**config.mk**
```make
export PLATFORM = sky130hd
export DESIGN_NAME = stochastic_spike_encoder
export DESIGN_NICKNAME = d
export VERILOG_FILES = /design/src/rtl/stochastic_spike_encoder_pkg.sv /design/src/rtl/stochastic_spike_encoder_window.sv /design/src/rtl/stochastic_spike_encoder.sv
export SDC_FILE = /design/constraint.sdc
export NUM_CORES = 1
export LEC_CHECK = 0
export ABC_AREA = 1
export CORE_ASPECT_RATIO = 0.7
export CORE_UTILIZATION = 50
export CTS_BUF_LIST = sky130_fd_sc_hd__clkbuf_16
export DETAILED_ROUTE_END_ITERATION = 16
export GPL_ROUTABILITY_DRIVEN = 0
export MAX_ROUTING_LAYER = met4
export PLACE_DENSITY = 0.78
export SLEW_MARGIN = 20
export SYNTH_ARGS = -nofsm -noshare
export SYNTH_HDL_FRONTEND = slang
export SYNTH_SLANG_ARGS = --single-unit
```
**constraint.sdc**
```tcl
create_clock -name clk_i -period 5.41 [get_ports clk_i]
set_input_delay 1.082 -clock clk_i [delete_from_list [all_inputs] [get_ports clk_i]]
set_output_delay 1.082 -clock clk_i [all_outputs]
set_load 0.1 [all_outputs]
```
**src/rtl/stochastic_spike_encoder_pkg.sv**
```systemverilog
// Shared widths and refractory state encoding for the stochastic spike encoder.
package stochastic_spike_encoder_pkg;

  localparam int RAND_W    = 4;
  localparam int REFRACT_W = 3;
  localparam int WIN_W     = 4;
  localparam int CNT_W     = WIN_W + 1;

  typedef enum logic {
    ARMED   = 1'b0,
    REFRACT = 1'b1
  } ref_state_e;

endpackage

```
**src/rtl/stochastic_spike_encoder_window.sv**
```systemverilog
// Fixed-length window spike counter with a valid/ready output register and sticky overrun flag.
module spike_window_counter
  import stochastic_spike_encoder_pkg::*;
(
  input  logic             clk_i,
  input  logic             rst_i,
  input  logic             en_i,
  input  logic             fire_i,
  input  logic             count_ready_i,
  output logic [CNT_W-1:0] count_o,
  output logic             count_valid_o,
  output logic             overrun_o
);

  logic [WIN_W-1:0] win_cnt_q, win_cnt_d;
  logic [CNT_W-1:0] acc_q, acc_d;
  logic [CNT_W-1:0] count_q, count_d;
  logic             valid_q, valid_d;
  logic             overrun_q, overrun_d;
  logic             win_end;
  logic             xfer;

  assign win_end = en_i && (win_cnt_q == '1);
  assign xfer    = valid_q && count_ready_i;

  // NOTE: every always_comb output gets a default first so no path leaves it unassigned (no latch).
  always_comb begin
    win_cnt_d = win_cnt_q;
    acc_d     = acc_q;
    count_d   = count_q;
    valid_d   = valid_q;
    overrun_d = overrun_q;

    if (en_i) begin
      win_cnt_d = win_cnt_q + WIN_W'(1);
    end

    if (xfer) begin
      valid_d = 1'b0;
    end

    // The closing window's count includes a fire in its last cycle.
    if (win_end) begin
      count_d   = acc_q + CNT_W'(fire_i);
      acc_d     = '0;
      valid_d   = 1'b1;
      overrun_d = overrun_q | (valid_q & ~count_ready_i);
    end else if (fire_i) begin
      acc_d = acc_q + CNT_W'(1);
    end
  end

  // NOTE: sequential state uses non-blocking assignments so all registers update from pre-edge values.
  always_ff @(posedge clk_i or posedge rst_i) begin
    if (rst_i) begin
      win_cnt_q <= '0;
      acc_q     <= '0;
      count_q   <= '0;
      valid_q   <= 1'b0;
      overrun_q <= 1'b0;
    end else begin
      win_cnt_q <= win_cnt_d;
      acc_q     <= acc_d;
      count_q   <= count_d;
      valid_q   <= valid_d;
      overrun_q <= overrun_d;
    end
  end

  assign count_o       = count_q;
  assign count_valid_o = valid_q;
  assign overrun_o     = overrun_q;

endmodule

```
**src/rtl/stochastic_spike_encoder.sv**
```systemverilog
// Bernoulli spike generator with programmable refractory period, feeding a windowed spike counter.
module stochastic_spike_encoder
  import stochastic_spike_encoder_pkg::*;
(
  input  logic                 clk_i,
  input  logic                 rst_i,
  input  logic                 en_i,
  input  logic [RAND_W-1:0]    rand_i,
  input  logic [RAND_W-1:0]    prob_i,
  input  logic [REFRACT_W-1:0] refract_i,
  output logic                 spike_o,
  output logic [CNT_W-1:0]     count_o,
  output logic                 count_valid_o,
  input  logic                 count_ready_i,
  output logic                 overrun_o
);

  logic [REFRACT_W-1:0] ref_cnt_q, ref_cnt_d;
  ref_state_e           state;
  logic                 fire;
  logic                 spike_q;

  assign state = (ref_cnt_q == '0) ? ARMED : REFRACT;
  assign fire  = en_i && (state == ARMED) && (rand_i < prob_i);

  always_comb begin
    ref_cnt_d = ref_cnt_q;
    if (en_i) begin
      unique case (state)
        ARMED:   if (fire) ref_cnt_d = refract_i;
        REFRACT: ref_cnt_d = ref_cnt_q - REFRACT_W'(1);
        default: ref_cnt_d = ref_cnt_q;
      endcase
    end
  end

  always_ff @(posedge clk_i or posedge rst_i) begin
    if (rst_i) begin
      ref_cnt_q <= '0;
      spike_q   <= 1'b0;
    end else begin
      ref_cnt_q <= ref_cnt_d;
      spike_q   <= fire;
    end
  end

  assign spike_o = spike_q;

  spike_window_counter u_window (
    .clk_i         (clk_i),
    .rst_i         (rst_i),
    .en_i          (en_i),
    .fire_i        (fire),
    .count_ready_i (count_ready_i),
    .count_o       (count_o),
    .count_valid_o (count_valid_o),
    .overrun_o     (overrun_o)
  );

endmodule

```
# Word level (Yosys, flattened, before mapping)
# Cells that the tools add are included.
# op_classes
n_addsub	4
order_cmp	1
n_eq_ne	2
muxes	7
bitwise	3
reduce_logical	8
# ops
op	n
5-bit 2-to-1 mux	2
3-bit case mux with 2 select lines	1
5-bit by 1-bit adder with 5-bit output	1
5-bit by 1-bit adder with 5-bit output, second input constant	1
4-bit by 1-bit adder with 4-bit output, second input constant	1
4-bit == test, second input constant	1
1-bit logical AND	4
4-bit less-than comparator	1
2-bit nonzero test	2
3-bit logical NOT	1
1-bit 2-to-1 mux	3
3-bit 2-to-1 mux	1
3-bit by 1-bit subtractor with 3-bit output, second input constant	1
2-bit != test, second input constant	1
2-bit AND reduction	1
1-bit bitwise AND	1
1-bit inverter	1
1-bit OR	1
# totals
regBits	20
input_bits	15
elab_cells	32

# Depth between registers and ports, before layout
# depth
word_depth	5
ltp_mapped	12

# Hierarchy
# Synthesis repeated with hierarchy kept, for this count alone.
# hier_totals
hier_cells	130
area_unflattened_um2	1128.6
# modules_own_cells
mod	n_inst	cells_each	area_per_inst_um2	seq_area_each_um2
spike_window_counter	1	80	770.7	400.4
stochastic_spike_encoder	1	50	357.8	100.1

# Worst setup path before layout
# No wires, ideal clock.
# synth_timing
path_kind	input -> register
startpoint	input port prob_i[3]
endpoint	register u_window.count_q[4] (netlist: u_window.count_o[4])
setup_ns	0.076
arrival_ns	2.539
required_ns	5.334
slack_ns	2.795
cell_stages	12
n_path_buf	0
path_cell_list	inv_1 > ha_1 > nand2_1 > nand3b_4 > nor2_8 > nand2_4 > inv_1 > ha_1 > ha_1 > nand3_1 > xor2_1 > o21ai_1
# synth_via
elab_chain_cells	3
# synth_rtl
item	line_no	source
start, declared	stochastic_spike_encoder.sv:9	input logic [RAND_W-1:0] prob_i,
4-bit less-than comparator	stochastic_spike_encoder.sv:24	assign fire = en_i && (state == ARMED) && (rand_i < prob_i);
1-bit logical AND	stochastic_spike_encoder.sv:24	
via fire	stochastic_spike_encoder.sv:20	logic fire;
5-bit by 1-bit adder with 5-bit output	stochastic_spike_encoder_window.sv:44	count_d = acc_q + CNT_W'(fire_i);
end signal, assigned	stochastic_spike_encoder_window.sv:64	count_q <= count_d;
end, declared	stochastic_spike_encoder_window.sv:17	logic [CNT_W-1:0] count_q, count_d;
# The timed path passes the listed nets, and every way through them passes these cells.
# A chain may end at the register's enable or synchronous reset.

# Worst setup path in the final report
# Ends and elaborated chain as after synthesis.

==> results by group <==
Logic synthesis
  • Adder-cell share of the synthesized area: 9.72%
  • Post-synthesis average cell area: just under 9 um2
  • Largest family of logic cells by synthesized area: simple AND/OR/NAND/NOR gates
  • Yosys top cell by area: dfrtp_1
  • Netlist Area Pre-Place: about 0.0012 mm2
  • Compound-Gate Fraction of Synth Area: under 10%
  • Simple-gate area share of the yosys netlist: 29.4%
  • Post-Syn Nets: roughly 160
  • Synth top area share: 43.2%
  • Yosys warns: 0
  • Sequential-to-total area share from yosys stat: between 40% and 50%
  • XOR/XNOR share of the synthesized area: between 6 and 7%
  • Synth area leaders: dfrtp_1 (43%), nand2_1 (11%), ha_1 (9.7%)
  • FF+latch count, synth: 20
  • Synth cell types: 20
  • Multiplexer area fraction after synthesis: less than 1%
  • Mapped Cells: roughly 130

STA
  • Hold Vio Cnt, Final: 0
  • Part of the cycle the worst path needs: 55.6%
  • Fmax: between 0.3 and 0.4 GHz
  • Layout Skew: around 0.0016 ns
  • Final worst slack: approximately 2.4 ns
  • Max Slew Vio Count: 0
  • RSZ-0062 raised after global routing: false
  • Max-Slew Margin vs Limit: approximately 35%
  • Final setup viols: 0
  • Setup TNS: 0 ns
  • Worst Max-Slew Pin Slew: ~0.98 ns
  • Minimum clock period after layout: between 3 and 4 ns

Setup path
  • Worst path required time: 5.57 ns
  • CP Cell Sequence: clkdlybuf4s50_1, inv_1, ha_1, nand2_1, nand3b_4, nor2_8, nand2_4, inv_1, ha_1, ha_1, nand3_1, xor2_1, o21ai_1
  • Crit path largest cell delay: approximately 0.46 ns
  • CP Launch Type: input port
  • Worst setup path class: in -> reg
  • Crit-path max FO: 10
  • CP max stage cell: clkdlybuf4s50_1
  • Top cell by count, worst path: ha_1
  • Critical Path AT: ~3.2 ns
  • Setup slack, reg-to-reg: around 3.4 ns
  • Crit end category: register

Global route
  • Vias in the first global route: a little under 900
  • First-pass GRT wire length: around 3800 um
  • Initial antenna violation count: 0
  • GRT Util Overall: about a fifth
  • Congestion Overflow GR: 0
  • Largest net degree at the start of global routing: 22

Clock tree
  • Root Buffer: clkbuf_16
  • CTS H-tree depth: 1
  • CTS Hold Bufs: 0
  • CTS Sinks: 20
  • CTS max path bufs: 2
  • Cts repair resizes: 0
  • CTS clk-pin slew, worst paths: 0.05 ns
  • Postcts setup bufs: 0
  • CTS tree: built
  • Clock buffer count from CTS: 3
  • Clk_lat worst skew: between 0.2 and 0.3 ns

Layout
  • Fill cells: between 150 and 200
  • Area Overhead vs Synth: 26.9%
  • Final nets: about 180
  • Share of cells above drive strength 1: 7.24%
  • N_diodes: 0

Status
  • Outcome: completed

Placed design
  • Dpl hpwl: 1630 um
  • Port Buf Inserts: 22
  • Pre-CTS setup slack: ~2.2 ns

Power and ir drop
  • Clock power frac: around a fifth
  • P per Cell Area: ~490 mW/mm2
  • Seq pwr share: ~34%
  • Peak supply drop: ~270 uV
  • Int Power: 0.408 mW
  • Comb power frac: 44.8%
  • Leakage: between 0.7 and 0.8 nW
  • Switching power: roughly 0.31 mW
  • Switching part of the total power: 43.1%

Route
  • Routed Antenna Nets: 0
  • Wire per inst: around 12 um
  • DRT Pass-1 Iters: 4
  • DRC viols: 0
  • DR iter-0 viols: 21
  • WL final: 2150 um
  • Vias: ~930
  • Vias/cell: 5.03

Die
  • Die footprint: 0.00252 mm2
  • Core ar.: between 0.002 and 0.0025 mm2
  • Die Wd: about 60 um
  • Row cnt: 14
  • Die height: roughly 42 um
  • Initial Util: a little over half
  • Ports: 23

Worst hold path
  • Worst Hold Class: reg -> reg

Job
  • Maxcap violations: 0
## synthesized netlist by cell type, drive strengths merged
cell,count
nand3b,1
nor2,3
a21oi,2
buf,5
o21bai,1
dfrtp,20
xor2,5
xnor2,3
nand3,13
mux2,1
ha,9
o21ai,3
nand4,9
inv,17
nand2,39
## state kept, by name, summed over array words and instances, names as in the netlist
register,cells
ref_cnt_q,3
spike_o,1
u_window.acc_q,5
u_window.count_o,5
u_window.count_valid_o,1
u_window.overrun_o,1
u_window.win_cnt_q,4
## area by class of cell
cell class	count	area, um2	share of cell area [%]
repair buffers	22	220	15.0
clock inverters	1	3.75	0.255
well taps	32	40.0	2.72
flip-flops and latches	20	500	34.0
inverters	17	63.8	4.34
clock buffers	3	75.1	5.11
multi-input cells	89	567	38.6
## per-layer routing
| metal | share of wire [%] | global-route usage, % |
|---|---|---|
| met1 | 46 | 26.8 |
| met2 | 50 | 34.2 |
| met3 | 3.3 | 6.48 |
| met4 | 0.60 | 4.65 |
| met5 | 0 | - |
## critical path, delay by kind of cell
family                     cells  cell delay (ns)
AOI/OAI and AO/OA              1             0.11
buffers and inverters          3             0.61
adders and majority gates      3             0.63
and+or+nand+nor                5             0.58
xor gates and xnor gates       1             0.16
## worst paths after layout
check / startpoint / to / cells past startpoint
min in group asynchronous: rst_i / ref_cnt_q[2] / 2
max reg2reg: ref_cnt_q[0] / u_window.count_o[4] / 11
max in group asynchronous: rst_i / u_window.win_cnt_q[2] / 2
min reg2reg: u_window.win_cnt_q[3] / u_window.win_cnt_q[3] / 1
min: u_window.win_cnt_q[3] / u_window.win_cnt_q[3] / 1
max: prob_i[3] / u_window.count_o[4] / 13
## cell families after synthesis
| group | after synthesis |
|---|---|
| XOR/XNOR | 8 |
| adder cells (fa/ha/maj) | 9 |
| AO/OA/AOI/OAI | 6 |
| flip-flops | 20 |
| AND/OR/NAND/NOR | 65 |
| buffers and inverters | 22 |
| multiplexers | 1 |
## stage by stage
| step | area [um2] | hold WS (ns) | instances | total power, mW | util, % |
|---|---|---|---|---|---|
| final | 1470 | 0.481 | 184 | 0.718 | 67.7 |
| after global placement | 1390 | 0.459 | 180 | 0.557 | 64.1 |
| after CTS | 1470 | 0.486 | 184 | 0.723 | 67.7 |
| after detailed placement | 1390 | 0.478 | 180 | 0.570 | 64.1 |
| after floorplan | 1160 | 0.446 | 131 | 0.496 | - |
| after global routing | 1470 | 0.510 | 184 | 0.772 | 67.7 |
## power by group through the flow
stage	clock network (mW)	logic, mW	registers [mW]
2_1_floorplan	0	0.171	0.324
3_3_place_gp	0	0.313	0.244
3_5_place_dp	0	0.323	0.247
4_1_cts	0.153	0.325	0.245
5_1_grt	0.157	0.361	0.253
6_report	0.151	0.321	0.246
## cell usage in the layout (no fill, tap or decap), types with 5 or more instances in the layout
master and count:
nand3_1 13, nand2_1 35, clkdlybuf4s50_1 22, ha_1 9
dfrtp_1 20, nand4_1 9, xor2_1 5, inv_1 16
(Power assumes the default switching activity.)
